**src/rtl/reg_dest_pipe_pkg.sv**
```systemverilog
// reg_dest_pipe_pkg: shared JX2 register-ID constants, latency codes and types
package reg_dest_pipe_pkg;
  typedef logic [5:0] gpr_id_t;
  localparam gpr_id_t JX2_GR_ZZR  = 6'h3F;
  localparam gpr_id_t JX2_GR_IMM  = 6'h3E;
  localparam gpr_id_t JX2_GR_JIMM = 6'h3D;
  localparam logic [1:0] JX2_LAT_EX1 = 2'd1;
  localparam logic [1:0] JX2_LAT_EX2 = 2'd2;
  localparam logic [1:0] JX2_LAT_EX3 = 2'd3;
  function automatic logic is_nosrc(input gpr_id_t id);
    return (id == JX2_GR_ZZR) || (id == JX2_GR_IMM) || (id == JX2_GR_JIMM);
  endfunction
endpackage

```
**src/rtl/reg_dest_hazchk.sv**
```systemverilog
// reg_dest_hazchk: per-source interlock compare; youngest matching stage decides
module reg_dest_hazchk
  import reg_dest_pipe_pkg::*;
(
  input  gpr_id_t    src,
  input  gpr_id_t    id1,
  input  logic [1:0] lat1,
  input  gpr_id_t    id2,
  input  logic [1:0] lat2,
  output logic       haz
);
  always_comb haz = is_nosrc(src) ? 1'b0 :
                    (src == id1)  ? (lat1 >= JX2_LAT_EX2) :
                    (src == id2) && (lat2 == JX2_LAT_EX3);
endmodule

```
**src/rtl/reg_dest_pipe.sv**
```systemverilog
// reg_dest_pipe: tracks destination IDs/results through EX1-EX3 and raises the ID interlock
module reg_dest_pipe
  import reg_dest_pipe_pkg::*;
#(
  parameter int GPR_ID_W = 6,
  parameter int VAL_W    = 64
) (
  input  logic                clock,
  input  logic                reset,
  input  logic                hold,
  input  logic                flush,
  input  logic [GPR_ID_W-1:0] idDstId,
  input  logic [1:0]          idDstLat,
  input  logic [GPR_ID_W-1:0] idSrcRs,
  input  logic [GPR_ID_W-1:0] idSrcRt,
  input  logic [GPR_ID_W-1:0] idSrcRm,
  input  logic [VAL_W-1:0]    exValEx1,
  input  logic [VAL_W-1:0]    exValEx2,
  input  logic [VAL_W-1:0]    exValEx3,
  output logic [GPR_ID_W-1:0] regIdRn1,
  output logic [VAL_W-1:0]    regValRn1,
  output logic [GPR_ID_W-1:0] regIdRn2,
  output logic [VAL_W-1:0]    regValRn2,
  output logic [GPR_ID_W-1:0] regIdRn3,
  output logic [VAL_W-1:0]    regValRn3,
  output logic                stallId
);
  logic [GPR_ID_W-1:0] id1_q, id2_q, id3_q, id1_d, id2_d, id3_d;
  logic [1:0]          lat1_q, lat2_q, lat3_q, lat1_d, lat2_d, lat3_d;
  logic [VAL_W-1:0]    val2_q, val3_q, val2_d, val3_d, rn2_val, rn3_val;
  logic [2:0]          haz;
  logic                stall_raw;
  logic [2:0][GPR_ID_W-1:0] srcs;
  assign srcs = {idSrcRm, idSrcRt, idSrcRs};
  for (genvar i = 0; i < 3; i++) begin : g_haz
    reg_dest_hazchk u_hazchk (
      .src (srcs[i]),
      .id1 (id1_q),
      .lat1(lat1_q),
      .id2 (id2_q),
      .lat2(lat2_q),
      .haz (haz[i])
    );
  end
  always_comb begin
    stall_raw = |haz;
    rn2_val   = (lat2_q == JX2_LAT_EX1) ? val2_q : exValEx2;
    rn3_val   = (lat3_q == JX2_LAT_EX3) ? exValEx3 : val3_q;
    id1_d  = !reset ? JX2_GR_ZZR  : hold ? id1_q  : (stall_raw | flush) ? JX2_GR_ZZR : idDstId;
    lat1_d = !reset ? JX2_LAT_EX1 : hold ? lat1_q : (idDstLat == 2'd0) ? JX2_LAT_EX1 : idDstLat;
    id2_d  = !reset ? JX2_GR_ZZR  : hold ? id2_q  : flush ? JX2_GR_ZZR : id1_q;
    lat2_d = !reset ? JX2_LAT_EX1 : hold ? lat2_q : lat1_q;
    val2_d = !reset ? '0 : hold ? val2_q : (lat1_q == JX2_LAT_EX1) ? exValEx1 : '0;
    // EX2 is already committed, so flush does not touch the EX2->EX3 move
    id3_d  = !reset ? JX2_GR_ZZR  : hold ? id3_q  : id2_q;
    lat3_d = !reset ? JX2_LAT_EX1 : hold ? lat3_q : lat2_q;
    val3_d = !reset ? '0 : hold ? val3_q : (lat2_q <= JX2_LAT_EX2) ? rn2_val : '0;
    regIdRn1  = reset ? id1_q : JX2_GR_ZZR;
    regIdRn2  = reset ? id2_q : JX2_GR_ZZR;
    regIdRn3  = reset ? id3_q : JX2_GR_ZZR;
    regValRn1 = reset ? exValEx1 : '0;
    regValRn2 = reset ? rn2_val : '0;
    regValRn3 = reset ? rn3_val : '0;
    stallId   = reset & stall_raw;
  end
  always_ff @(posedge clock) begin
    id1_q  <= id1_d;
    id2_q  <= id2_d;
    id3_q  <= id3_d;
    lat1_q <= lat1_d;
    lat2_q <= lat2_d;
    lat3_q <= lat3_d;
    val2_q <= val2_d;
    val3_q <= val3_d;
  end
endmodule

```
**config.mk**
```make
export PLATFORM = sky130hd
export DESIGN_NAME = reg_dest_pipe
export DESIGN_NICKNAME = d
export VERILOG_FILES = /design/src/rtl/reg_dest_pipe_pkg.sv /design/src/rtl/reg_dest_hazchk.sv /design/src/rtl/reg_dest_pipe.sv
export SDC_FILE = /design/constraint.sdc
export NUM_CORES = 1
export LEC_CHECK = 0
export BUFFER_PORTS_ARGS = -buffer_cell sky130_fd_sc_hd__buf_2
export CAP_MARGIN = 20
export CORE_ASPECT_RATIO = 0.8
export CORE_MARGIN = 4
export CORE_UTILIZATION = 28
export DETAILED_ROUTE_END_ITERATION = 8
export HOLD_SLACK_MARGIN = 0.15
export PLACE_DENSITY = 0.64
export SLEW_MARGIN = 20
export SYNTH_ARGS = -nofsm -noshare
export SYNTH_HDL_FRONTEND = slang
export SYNTH_SLANG_ARGS = --single-unit
export TNS_END_PERCENT = 10
```
**constraint.sdc**
```tcl
create_clock -name clock -period 1.82 [get_ports clock]
set_input_delay 0.091 -clock clock [delete_from_list [all_inputs] [get_ports clock]]
set_output_delay 0.091 -clock clock [all_outputs]
set_load 0.03 [all_outputs]
```
### Yosys cells after proc, flatten, opt, wreduce, memory -nomap -nowiden

Index checks and enable logic that the tools add are counted.

* input bits: 222
* register bits: 152
* output and inout bits: 211
* logic and storage cells: 61

* $lt $le $gt $ge: 2
* equality and inequality tests: 19
* multiplexer cells: 19
* bitwise operators: 2
* reductions and logical operators: 11

Operators with widths (count)
* 64-bit two-way mux: 7
* 6-bit == test, second input constant: 9
* 6-bit == test: 6
* 6-bit two-way mux: 5
* 1-bit logical OR: 6
* 1-bit two-way mux: 6
* 2-bit by 1-bit == test with 1-bit output, second input constant: 2
* 2-bit == test, second input constant: 2
* 1-bit logical AND: 3
* 3-bit OR reduction: 1
* 2-bit greater-or-equal comparator, second input constant: 1
* 2-bit <= comparator, second input constant: 1
* 2-bit logical NOT: 1
* 2-bit two-way mux: 1
* 1-bit bitwise AND: 1
* 1-bit bitwise OR: 1

### Logic depth before layout (Yosys ltp)

* depth after elaboration: 7
* depth in mapped cells: 7
* mapped depth without buffers: 6

### Modules after synthesis

From an unflattened synthesis, not the netlist that was laid out.

* cells, all modules: 946
* area, all modules: 8150.3 um^2

Modules (own cells, without submodules)
* reg_dest_pipe: area an instance 7658.6 um^2, times used 1, cells each 883
* reg_dest_hazchk: area an instance 163.9 um^2, times used 3, cells each 21

### Worst setup path after synthesis

No wires, ideal clock.

* path kind: reg-to-reg
* start: register lat2_q[1]
* end: register val3_q[10]
* setup slack: -46 ps
* stages on the path, launching flop included: 7
* clock period less this slack: 1866 ps
* library setup time: 61 ps
* required time: 1759 ps
* data arrival time: 1804 ps
* cells stage by stage: dfxtp_1 nand2b_1 clkbuf_1 clkbuf_1 nand2_1 a21boi_1 a22o_1

* cells in the longest elaborated chain, start to end: 3
* elaborated cells between the ends (all ways): 4
* classes of those cells: order compare (1); eq/ne (1); mux (2)

RTL lines
* start: declaration: RTL line reg_dest_pipe.sv:29 `logic [1:0] lat1_q, lat2_q, lat3_q, lat1_d, lat2_d, lat3_d;`
* start signal: assignment: RTL line reg_dest_pipe.sv:71 `lat2_q <= lat2_d;`
* 2-bit by 1-bit == test with 1-bit output: RTL line reg_dest_pipe.sv:47 `rn2_val = (lat2_q == JX2_LAT_EX1) ? val2_q : exValEx2;`
* 64-bit two-way mux: RTL line reg_dest_pipe.sv:47
* 64-bit two-way mux *: RTL line reg_dest_pipe.sv:57 `val3_d = !reset ? '0 : hold ? val3_q : (lat2_q <= JX2_LAT_EX2) ? rn2_val : '0;`
* end signal: assignment: RTL line reg_dest_pipe.sv:74 `val3_q <= val3_d;`
* end: declaration: RTL line reg_dest_pipe.sv:30 `logic [VAL_W-1:0] val2_q, val3_q, val2_d, val3_d, rn2_val, rn3_val;`

Every way passes the cells marked *; elsewhere a longest branch is shown, timed or not.
A chain may end at the register's enable or synchronous reset.

### Worst setup path in the final report

* start: register id1_q[1]
* end: output port stallId

* cells in the longest elaborated chain, start to end: 5
* elaborated cells between the ends (all ways): 11
* classes of those cells: eq/ne (3); mux (6); bitwise (1); reduce/logical (1)

RTL lines
* start: declaration: RTL line reg_dest_pipe.sv:28 `logic [GPR_ID_W-1:0] id1_q, id2_q, id3_q, id1_d, id2_d, id3_d;`
* start signal: assignment: RTL line reg_dest_pipe.sv:67 `id1_q <= id1_d;`
* 6-bit == test: RTL line reg_dest_hazchk.sv:13 `(src == id1) ? (lat1 >= JX2_LAT_EX2) :`
* 1-bit two-way mux: RTL line reg_dest_hazchk.sv:13
* 1-bit two-way mux: RTL line reg_dest_hazchk.sv:12 `always_comb haz = is_nosrc(src) ? 1'b0 :`
* 3-bit OR reduction *: RTL line reg_dest_pipe.sv:46 `stall_raw = |haz;`
* 1-bit bitwise AND *: RTL line reg_dest_pipe.sv:64 `stallId = reset & stall_raw;`
* end: declaration: RTL line reg_dest_pipe.sv:26 `output logic stallId`

Marked as above.

==> flow_metrics.tcl <==
set metrics [dict create \
    status "complete, but fails checks" \
    violations "setup timing" \
    final.setup.tns_ns -7.461 \
    worst_pin_slew_ns 0.6951 \
    firstDrtPassIters 6 \
    nFillCells 2449 \
    cts_tree "yes" \
    hold_violations 0 \
    ys_ff_latch 152 \
    nets 1748 \
    fin_util_pct 51.03 \
    layout-drive-gt1-share_pct 42.50 \
    die_h_um 158.2 \
    async_flop_share_pct 0 \
    cts_buffers 17 \
    synth_edf_count 0 \
    portBuffers 432 \
    ys.flop_type "dfxtp_1" \
    synth.most_common_cell "nand2_1" \
    end_kind "output port" \
    syn_nets 1189 \
    grt_usage_pct 21.19 \
    cts_max_path_buffers 2 \
    insertion_delay_ns 0.42 \
    finalPower_uw 9575 \
    setup_violations 69 \
    vdd_drop_max_uv 645.9 \
    clock-root-buffer "clkbuf_16" \
    place.gp.congestion 0.8963 \
    cts.sinks 152 \
    rsz0062_at_grt "true" \
    synth_seq_area_share_pct 38.52 \
    fmax_mhz 467.3 \
    antenna_left 0 \
    grt-ovfl-total 0 \
    multiInputGateArea_um2 4966 \
    synth.distinct_cells 34 \
    regArea_um2 3055 \
    synthCells 967 \
    die-area_um2 30980 \
    initial_core_util_pct 28.73 \
    grt_antenna_before_repair 2 \
    grt_pass1_vias 9179 \
    grt_start_max_net_pins 79 \
    core_um2 27500 \
    fp-row-count 54 \
    hp-class "in2reg" \
    synth_top_area_cell "dfxtp_1" \
    ys_top_cells_by_area "dfxtp_1, a22o_1, nand2_1" \
    cp_data_arrival_time_ns 2.05 \
    grt_pass1_wl_um 51890 \
    drt_wl_total_um 36900 \
    cts.htree.levels 4 \
    area_growth_pct 77.64 \
    syn_area_per_cell_um2 8.170 \
    drtIter0Drc 605 \
    setup_slack_ns -0.3200 \
    crit_fanout 6 \
    ios 433 \
    critPathKind "reg2out" \
    synthTopCellsByCount "nand2_1, dfxtp_1, a22o_1, clkbuf_1, and2_1" \
    p_leak_uw 0.006065 \
    power_density_nw_per_um2 682.3 \
    antenna_cells 0 \
    fin_skew_ns 0.01149 \
    maxCapViolCount 0 \
    timing.final.crit_share_pct 117.6 \
    via_count 9455 \
    yosys_warnings 0 \
    crit_path_start_kind "flip-flop" \
    drcViolationCount 0 \
    slew_viol_final 0 \
    die_w_um 195.8 \
    critPathRequiredTime_ns 1.73 \
    clk_pin_slew_ns 0.07 \
    fin_crit_ns 2.140 \
    netlist_area_um2 7900 \
    wire_per_inst_um 19.39 \
    slew_headroom_pct 53.55 \
    vias_per_cell 4.968 \
    synth_top_area_share_pct 38.52 \
    dp_hpwl_um 23470 \
]
-- final timing paths --
kind         startpoint         to  slack (ns)  cells after the start
max            id1_q[1]    stallId       -0.32                      7
min reg2reg    id3_q[0]   id3_q[0]        0.46                      2
max reg2reg    id1_q[1]   id1_q[1]       -0.01                      7
min               reset  val3_q[5]        0.20                      3
-- cell families (layout without fill, tap and decap cells) --
| family | count (synthesis) | in the layout | synth area share, % |
|---|---|---|---|
| flip-flops | 152 | 152 | 38.52 |
| AO/OA/AOI/OAI | 279 | 279 | 28.62 |
| buffers and inverters | 94 | 666 | 4.751 |
| XOR/XNOR | 36 | 36 | 3.991 |
| AND/OR/NAND/NOR | 395 | 395 | 22.73 |
| multiplexers | 11 | 11 | 1.394 |
-- state kept, by name, summed over array words and instances (netlist names) --
signal and count:
id1_q 6, val3_q 64, lat2_q 2, id2_q 6, lat1_q 2, lat3_q 2
val2_q 64, id3_q 6
-- area by class of cell --
cell class / instances / share of cell area (%)
clock inverter: 11 / 1.061
sequential: 152 / 21.77
multi-input combinational: 721 / 35.39
timing repair buffer: 634 / 35.40
tap: 364 / 3.245
clock buffer: 21 / 3.138
-- power breakdown --
| part | total [uW] | internal (uW) | switching, uW | leakage, uW |
|---|---|---|---|---|
| combinational | 2370 | 1090 | 1270 | 0.00455 |
| clock | 3620 | 2160 | 1460 | 0.000278 |
| sequential | 3590 | 3480 | 105 | 0.00124 |
-- per-stage QoR --
stage	setup WS, ns	hold WS (ns)	std cells	instance area [um^2]
4_1_cts	-0.3364	0.1832	1889	13520
2_1_floorplan	-0.04556	0.2101	967	7926
5_1_grt	-0.4872	0.2018	1903	14030
3_3_place_gp	0.02629	0.2996	1709	10670
3_5_place_dp	-0.002853	0.3038	1709	10670
6_report	-0.3200	0.2036	1903	14030
-- critical path: stages, from the launching register on --
cell and delay, ns:
dfxtp_2 0.36, xor2_1 0.18, nor4_2 0.34, a211oi_2 0.13
o22ai_2 0.15, o21ai_0 0.11, o21a_1 0.19, buf_4 0.17
-- layer usage --
layer  track usage (%)  vias up  part of all wire [%]
met5                 0        -                 0.019
met4             7.876        2                   2.7
met3             5.021       75                   6.6
met2             35.10      416                    48
met1             27.10     4503                    43
li1                  -     4459                     -
-- cells in the final DEF, fill, tap and decap left out, types with 7 or more instances in the layout --
cell type	instances
buf_2	325
nand2_1	237
dfxtp_1	144
dlygate4sd3_1	130
a22o_1	128
buf_4	75
buf_6	72
and2_1	65
a21boi_2	63
a21boi_0	31
a21boi_1	26
nand2_2	22
clkbuf_16	22
buf_12	20
nand2b_1	18
xor2_1	18
xnor2_1	18
mux2i_1	11
nor2b_1	10
a21boi_4	8
nor2_1	8
o21ai_0	8
nand2_4	7
o22a_1	7
dfxtp_2	7
-- what timing repair did --
item / in CTS / in global routing
buffers inserted: 12 / 10
endpoints found under the setup margin: 78 / 162
gates cloned: 5 / 6
hold buffers: 131 / 0
pin swaps: 7 / 33
gates resized for setup: 218 / 130
endpoints found under the hold margin: 142 / 0
(Power assumes the default switching activity.)
